`src/rtl/rob_pkg.sv`:
```
// Shared reorder-buffer sizing, entry type encodings and the per-entry record.
package rob_pkg;

    localparam int ROB_WIDTH = 3;
    localparam int ROB_SIZE  = 1 << ROB_WIDTH;

    localparam logic [1:0] ROB_REG    = 2'd0;
    localparam logic [1:0] ROB_STORE  = 2'd1;
    localparam logic [1:0] ROB_BRANCH = 2'd2;
    localparam logic [1:0] ROB_HALT   = 2'd3;

    typedef struct packed {
        logic [1:0]  kind;
        logic [4:0]  rd;
        logic [31:0] pc;
        logic [31:0] val;
        logic        pred_jump;
        logic        jump;
        logic [31:0] target;
    } rob_entry_t;

    function automatic logic [ROB_WIDTH-1:0] rob_next(input logic [ROB_WIDTH-1:0] idx);
        return idx + 1'b1;
    endfunction

endpackage

```
`src/rtl/rob.sv`:
```
// Reorder buffer: in-order allocate at tail, out-of-order writeback, in-order retire at head.
// Mispredicted branches raise a one-cycle clear; the flush itself happens in that clear cycle.
module rob
    import rob_pkg::*;
(
    input  logic                 clk_in,
    input  logic                 rst_in,
    input  logic                 rdy_in,

    input  logic                 issue_valid,
    input  logic [1:0]           issue_type,
    input  logic [4:0]           issue_rd,
    input  logic [31:0]          issue_pc,
    input  logic                 issue_pred_jump,
    input  logic                 issue_done,
    input  logic [31:0]          issue_val,
    output logic                 full,
    output logic [ROB_WIDTH-1:0] issue_rob_id,

    input  logic                 alu_valid,
    input  logic [ROB_WIDTH-1:0] alu_rob_id,
    input  logic [31:0]          alu_val,
    input  logic                 alu_jump,
    input  logic [31:0]          alu_target,

    input  logic                 lsb_valid,
    input  logic [ROB_WIDTH-1:0] lsb_rob_id,
    input  logic [31:0]          lsb_val,

    input  logic [ROB_WIDTH-1:0] search_rob_id_1,
    input  logic [ROB_WIDTH-1:0] search_rob_id_2,
    output logic                 search_ready_1,
    output logic                 search_ready_2,
    output logic [31:0]          search_val_1,
    output logic [31:0]          search_val_2,

    output logic                 commit_ready,
    output logic [4:0]           commit_reg_id,
    output logic [31:0]          commit_val,
    output logic [ROB_WIDTH-1:0] commit_rob_id,

    output logic                 store_commit,
    output logic [ROB_WIDTH-1:0] store_commit_rob_id,

    output logic [ROB_WIDTH-1:0] head_rob_id,
    output logic                 clear,
    output logic [31:0]          clear_pc,
    output logic                 halt
);

    logic [ROB_WIDTH-1:0] head_reg;
    logic [ROB_WIDTH-1:0] tail_reg;
    logic [ROB_WIDTH:0]   count_reg;
    logic [ROB_WIDTH:0]   count_next;
    logic [ROB_SIZE-1:0]  busy_reg;
    logic [ROB_SIZE-1:0]  ready_reg;
    rob_entry_t           entry_reg [ROB_SIZE];

    logic                 commit_ready_reg;
    logic [4:0]           commit_reg_id_reg;
    logic [31:0]          commit_val_reg;
    logic [ROB_WIDTH-1:0] commit_rob_id_reg;
    logic                 store_commit_reg;
    logic [ROB_WIDTH-1:0] store_commit_rob_id_reg;
    logic                 clear_reg;
    logic [31:0]          clear_pc_reg;
    logic                 halt_reg;

    logic [ROB_SIZE-1:0]  alu_hit;
    logic [ROB_SIZE-1:0]  lsb_hit;
    rob_entry_t           head_entry;
    logic                 do_commit;
    logic                 mispredict;

    assign head_entry = entry_reg[head_reg];
    assign do_commit  = busy_reg[head_reg] && ready_reg[head_reg] && !halt_reg;
    assign mispredict = (head_entry.kind == ROB_BRANCH) && (head_entry.jump != head_entry.pred_jump);

    // Writebacks only land on entries that are still in flight.
    generate
        for (genvar gi = 0; gi < ROB_SIZE; gi++) begin : g_hit
            assign alu_hit[gi] = alu_valid && (alu_rob_id == ROB_WIDTH'(gi)) && busy_reg[gi];
            assign lsb_hit[gi] = lsb_valid && (lsb_rob_id == ROB_WIDTH'(gi)) && busy_reg[gi];
        end
    endgenerate

    always_comb begin
        count_next = count_reg;
        if (issue_valid && !do_commit) begin
            count_next = count_reg + 1'b1;
        end else if (!issue_valid && do_commit) begin
            count_next = count_reg - 1'b1;
        end
    end

    always_ff @(posedge clk_in) begin
        if (!rst_in) begin
            head_reg                <= '0;
            tail_reg                <= '0;
            count_reg               <= '0;
            busy_reg                <= '0;
            ready_reg               <= '0;
            commit_ready_reg        <= 1'b0;
            commit_reg_id_reg       <= '0;
            commit_val_reg          <= '0;
            commit_rob_id_reg       <= '0;
            store_commit_reg        <= 1'b0;
            store_commit_rob_id_reg <= '0;
            clear_reg               <= 1'b0;
            clear_pc_reg            <= '0;
            halt_reg                <= 1'b0;
            for (int i = 0; i < ROB_SIZE; i++) begin
                entry_reg[i] <= '0;
            end
        end else if (rdy_in) begin
            commit_ready_reg  <= 1'b0;
            commit_reg_id_reg <= '0;
            store_commit_reg  <= 1'b0;
            clear_reg         <= 1'b0;

            if (clear_reg) begin
                head_reg  <= '0;
                tail_reg  <= '0;
                count_reg <= '0;
                busy_reg  <= '0;
                ready_reg <= '0;
            end else begin
                // ALU is applied after LSB so it wins if both name the same entry.
                for (int i = 0; i < ROB_SIZE; i++) begin
                    if (lsb_hit[i]) begin
                        ready_reg[i]     <= 1'b1;
                        entry_reg[i].val <= lsb_val;
                    end
                    if (alu_hit[i]) begin
                        ready_reg[i]        <= 1'b1;
                        entry_reg[i].val    <= alu_val;
                        entry_reg[i].jump   <= alu_jump;
                        entry_reg[i].target <= alu_target;
                    end
                end

                if (issue_valid) begin
                    entry_reg[tail_reg] <= '{kind: issue_type, rd: issue_rd, pc: issue_pc,
                                             val: issue_val, pred_jump: issue_pred_jump,
                                             jump: 1'b0, target: '0};
                    busy_reg[tail_reg]  <= 1'b1;
                    ready_reg[tail_reg] <= issue_done;
                    tail_reg            <= rob_next(tail_reg);
                end

                if (do_commit) begin
                    busy_reg[head_reg]  <= 1'b0;
                    ready_reg[head_reg] <= 1'b0;
                    head_reg            <= rob_next(head_reg);
                    commit_ready_reg    <= 1'b1;
                    commit_val_reg      <= head_entry.val;
                    commit_rob_id_reg   <= head_reg;
                    case (head_entry.kind)
                        ROB_REG: begin
                            commit_reg_id_reg <= head_entry.rd;
                        end
                        ROB_STORE: begin
                            store_commit_reg        <= 1'b1;
                            store_commit_rob_id_reg <= head_reg;
                        end
                        ROB_BRANCH: begin
                            // Link register is written even when the branch also redirects.
                            commit_reg_id_reg <= head_entry.rd;
                            if (mispredict) begin
                                clear_reg    <= 1'b1;
                                clear_pc_reg <= head_entry.jump ? head_entry.target : head_entry.pc + 32'd4;
                            end
                        end
                        default: begin
                            halt_reg <= 1'b1;
                        end
                    endcase
                end

                count_reg <= count_next;
            end
        end
    end

    // Dependency lookups: committed-ready entry first, then same-cycle ALU, then LSB.
    logic [ROB_WIDTH-1:0] search_id [2];
    logic [1:0]           search_rdy;
    logic [31:0]          search_v [2];

    assign search_id[0] = search_rob_id_1;
    assign search_id[1] = search_rob_id_2;

    generate
        for (genvar gi = 0; gi < 2; gi++) begin : g_search
            logic entry_match;
            logic alu_match;
            logic lsb_match;
            assign entry_match    = busy_reg[search_id[gi]] && ready_reg[search_id[gi]];
            assign alu_match      = alu_valid && (alu_rob_id == search_id[gi]);
            assign lsb_match      = lsb_valid && (lsb_rob_id == search_id[gi]);
            assign search_rdy[gi] = entry_match || alu_match || lsb_match;
            assign search_v[gi]   = entry_match ? entry_reg[search_id[gi]].val :
                                    alu_match   ? alu_val :
                                    lsb_match   ? lsb_val : 32'd0;
        end
    endgenerate

    assign search_ready_1 = search_rdy[0];
    assign search_ready_2 = search_rdy[1];
    assign search_val_1   = search_v[0];
    assign search_val_2   = search_v[1];

    assign full                = (count_reg == (ROB_WIDTH+1)'(ROB_SIZE));
    assign issue_rob_id        = tail_reg;
    assign head_rob_id         = head_reg;
    assign commit_ready        = commit_ready_reg;
    assign commit_reg_id       = commit_reg_id_reg;
    assign commit_val          = commit_val_reg;
    assign commit_rob_id       = commit_rob_id_reg;
    assign store_commit        = store_commit_reg;
    assign store_commit_rob_id = store_commit_rob_id_reg;
    assign clear               = clear_reg;
    assign clear_pc            = clear_pc_reg;
    assign halt                = halt_reg;

endmodule

```
`config.mk`:
```
export PLATFORM = sky130hd
export DESIGN_NAME = rob
export DESIGN_NICKNAME = d
export VERILOG_FILES = /design/src/rtl/rob_pkg.sv /design/src/rtl/rob.sv
export SDC_FILE = /design/constraint.sdc
export NUM_CORES = 2
export LEC_CHECK = 0
export CORE_UTILIZATION = 27
export CTS_CLUSTER_SIZE = 12
export DETAILED_ROUTE_END_ITERATION = 10
export HOLD_SLACK_MARGIN = 0.05
export MAX_ROUTING_LAYER = met4
export PLACE_DENSITY = 0.48
export SLEW_MARGIN = 5
export SYNTH_ARGS = -nofsm -noshare
export SYNTH_HDL_FRONTEND = slang
export SYNTH_SLANG_ARGS = --single-unit
```
`constraint.sdc`:
```
create_clock -name clk_in -period 11.3 [get_ports clk_in]
set_input_delay 1.13 -clock clk_in [delete_from_list [all_inputs] [get_ports clk_in]]
set_output_delay 1.13 -clock clk_in [all_outputs]
set_load 0.02 [all_outputs]
```
==> run_results.csv <==
group,metric,value,unit
clock_tree,clkSinkCount,948,
sta,max_slew_margin,26.1,%
setup_path,worstPathArrival,5010,ps
sta,tns,0,ps
min_path,worst_hold_path_type,"reg -> reg",
setup_path,reg2reg_slack,6540,ps
global_route,grt_overflow,0,
setup_path,critPathMaxStageDelay,670,ps
placement,io_buffers,339,
sta,period_needed,6140,ps
sta,worst-slew-pin-transition,1110,ps
outcome,status,"complete, no violations",
synthesis,synth_top_cells_by_area,"edfxtp_1 (34%), mux4_2 (15%), dfxtp_1 (15%)",
synthesis,yosysTopAreaCell,"edfxtp_1",
floorplan,die_w,436,µm
clock_tree,htree_levels,3,
sta,holdWs,452,ps
synthesis,ys_ff_latch,948,
sta,hold_violations,0,
clock_tree,ctsHoldBuffers,0,
power_and_ir_drop,ir_drop,0.000110,V
clock_tree,clk_latency,770,ps
global_route,grt_usage,21.9,%
floorplan,coreArea,186000,µm²
floorplan,io_pins,340,
setup_path,path_depth,8,
min_path,hold_path_end,"entry_reg[5][10]",
setup_path,r2r_end,"clear_pc[20]",
floorplan,start_util,27.3,%
final_layout,seqCellArea,24700,µm²
setup_path,critPathSlowestCell,"clkdlybuf4s50_1",
sta,setup_ws,5160,ps
final_layout,largest_reg_flops,840,
sta,rsz0062_at_grt,"no",
synthesis,synth_fp_nets,4732,
setup_path,crit_top_cell,"buf_4",
global_route,grt_pass1_vias,38400,
final_layout,multi_input_area,24100,µm²
final_layout,syn2layout_area_growth,17.9,%
sta,finClkSkew,58.6,ps
routing,drc_errors,0,
setup_path,critPathTopFamily,"buffers and inverters",
setup_path,r2r_cells,9,
power_and_ir_drop,p_leak,0.0209,µW
sta,fin_crit_sh,54.3,%
synthesis,synthCells,4538,
final_layout,layout.nets,4768,
setup_path,crit_start,"search_rob_id_2[2]",
global_route,grt_max_degree,117,
clock_tree,cts_made_buffers,110,
synthesis,async_reset_ff_share,0,%
sta,fmax,163,MHz
synthesis,synth-main-ff-cell,"edfxtp_1",
setup_path,crit_buf_inv,4,
placement,pre_cts_slack,5180,ps
floorplan,die-area,190000,µm²
routing,wl,207000,µm
routing,vias_per_cell,5.44,
synthesis,synthDistinctLibCells,79,
synthesis,syn-cell-area,50800,µm²
clock_tree,cts_tree,"done",
min_path,whs_path_depth,2,
routing,firstDrtPassIters,7,
routing,drt-initial-drc-count,3849,
synthesis,yosysSeqAreaShare,48.7,%
routing,avgRoutedWirePerCell,28.9,µm
synthesis,synth.top_cell.area_share,33.9,%
floorplan,rows,158,
sta,setup_viol,0,
final_layout,fin_util,32.2,%
routing,detail-route-antenna-nets,0,
global_route,antenna_found_initial,38,
final_layout,drive_above_1_share,15.4,%
synthesis,syn_avg_cell_area,11.2,µm²
placement,placed_area,56200,µm²
setup_path,end_kind,"primary output",
placement,gp_congestion,0.840,
min_path,worstHoldStart,"entry_reg[5][10]",
clock_tree,clk_pin_slew,60,ps
power_and_ir_drop,power_density,137,nW/µm²
setup_path,cp_max_fo,22,
final_layout,fill_cells,18600,
clock_tree,cts_root_buf,"clkbuf_16",
synthesis,synth_edf_count,573,
clock_tree,cts-resized-gates,0,
clock_tree,cts_setup_buffers,0,
job,max_cap_violations,0,
setup_path,crit_chain,"buf_2 > buf_4 > mux4_2 > mux2i_4 > buf_4 > a221oi_1 > a21oi_1 > clkdlybuf4s50_1",
clock_tree,clockBufferDepth,3,
routing,vias,38900,
synthesis,ys_warn_count,0,
global_route,grt_pass1_wl,293000,µm
setup_path,required,10170,ps
placement,dp_hpwl,124000,µm
setup_path,worst_setup_path_start_kind,"primary input",
sta,drv_slew,0,
setup_path,criticalPathCategory,"in -> out",
floorplan,die_h,436,µm
final_layout,final_area,59900,µm²
[area by class of cell]
cell class | count | area share, %
flip-flops and latches | 948 | 41.3
inverters | 18 | 0.115
clock inverters | 45 | 0.800
multi-input cells | 3042 | 40.2
diodes | 15 | 0.0627
well taps | 2480 | 5.18
clock buffers | 163 | 5.30
repair buffers | 454 | 7.09
[tightest hold or removal path: stages (launching register included)]
cell     delay [ps]
dfxtp_1         310
nand2_1          50
a21oi_1          50
[cells in the final DEF (no fill, tap or decap), types with 13 or more instances in the layout]
cell type        count
nand2_1            736
edfxtp_1           573
dfxtp_1            372
mux4_2             339
clkdlybuf4s50_1    332
mux2i_1            316
a21oi_1            306
o21ai_0            284
and2_1             169
and3_1             165
a22oi_1            164
nor2_1             151
buf_4              118
clkbuf_16          111
a221oi_1            66
a211oi_1            39
nand3_1             32
clkbuf_1            32
clkinv_2            21
clkbuf_8            20
nor2_4              19
a31oi_1             19
inv_1               17
xor2_1              17
xnor2_1             17
diode_2             15
mux2_2              14
o211ai_1            13
[through the flow]
step | power, µW | instances
after floorplan | 4300 | 4538
after global placement | 4650 | 6942
after detailed placement | 4650 | 6942
after CTS | 8290 | 7150
after global routing | 8480 | 7165
final | 8230 | 7165
[kinds of logic after synthesis]
logic type / Yosys count / share of synthesized area [%]
adder cells (fa/ha/maj): 6 / 0.163
AND/OR/NAND/NOR: 1368 / 12.5
multiplexers: 680 / 22.0
XOR/XNOR: 34 / 0.586
buffers and inverters: 548 / 4.73
flip-flops: 948 / 48.7
AO/OA/AOI/OAI: 954 / 11.4
[power breakdown]
| group | switching, µW | leakage (µW) | total, µW | internal [µW] |
|---|---|---|---|---|
| sequential | 51.0 | 0.00895 | 3820 | 3770 |
| clock | 1570 | 0.00180 | 3650 | 2080 |
| combinational | 477 | 0.0101 | 764 | 286 |
| total | 2100 | 0.0209 | 8230 | 6140 |
[synthesized netlist by cell type, types with 7 or more instances]
library cell,instances
a221oi_1,66
buf_2,25
mux2i_1,318
o21ai_0,287
a21oi_1,307
a22o_1,9
xnor2_1,17
nor3_1,14
edfxtp_1,573
a211oi_1,39
mux4_2,339
nand2b_1,8
dfxtp_1,375
a31oi_1,19
nand3_1,32
o21ai_1,7
xor2_1,17
nand2_1,742
buf_4,31
nor4_1,11
nor2_1,170
buf_1,77
o211ai_1,13
clkbuf_2,58
nor2b_1,12
and2_1,169
a21o_1,7
inv_1,18
nand4_1,7
and3_1,165
clkbuf_1,327
mux2_2,14
a22oi_1,164
[worst max path at each step]
stage,to,slack [ps]
after global routing,search_val_2[21],5090
after global placement,search_val_2[21],5180
final,search_val_2[21],5160
after CTS,search_val_2[21],5180
after floorplan,entry_reg[6][34],4960
after detailed placement,search_val_2[21],5180
[metal layers]
| metal | track usage (%) | wire length, µm | up-vias |
|---|---|---|---|
| li1 | - | - | 17000 |
| met1 | 26.5 | 82100 | 19900 |
| met2 | 36.8 | 104000 | 1629 |
| met3 | 3.19 | 13000 | 395 |
| met4 | 8.08 | 8350 | 0 |
| met5 | - | 0 | - |
Power figures use the tool's default switching activity.
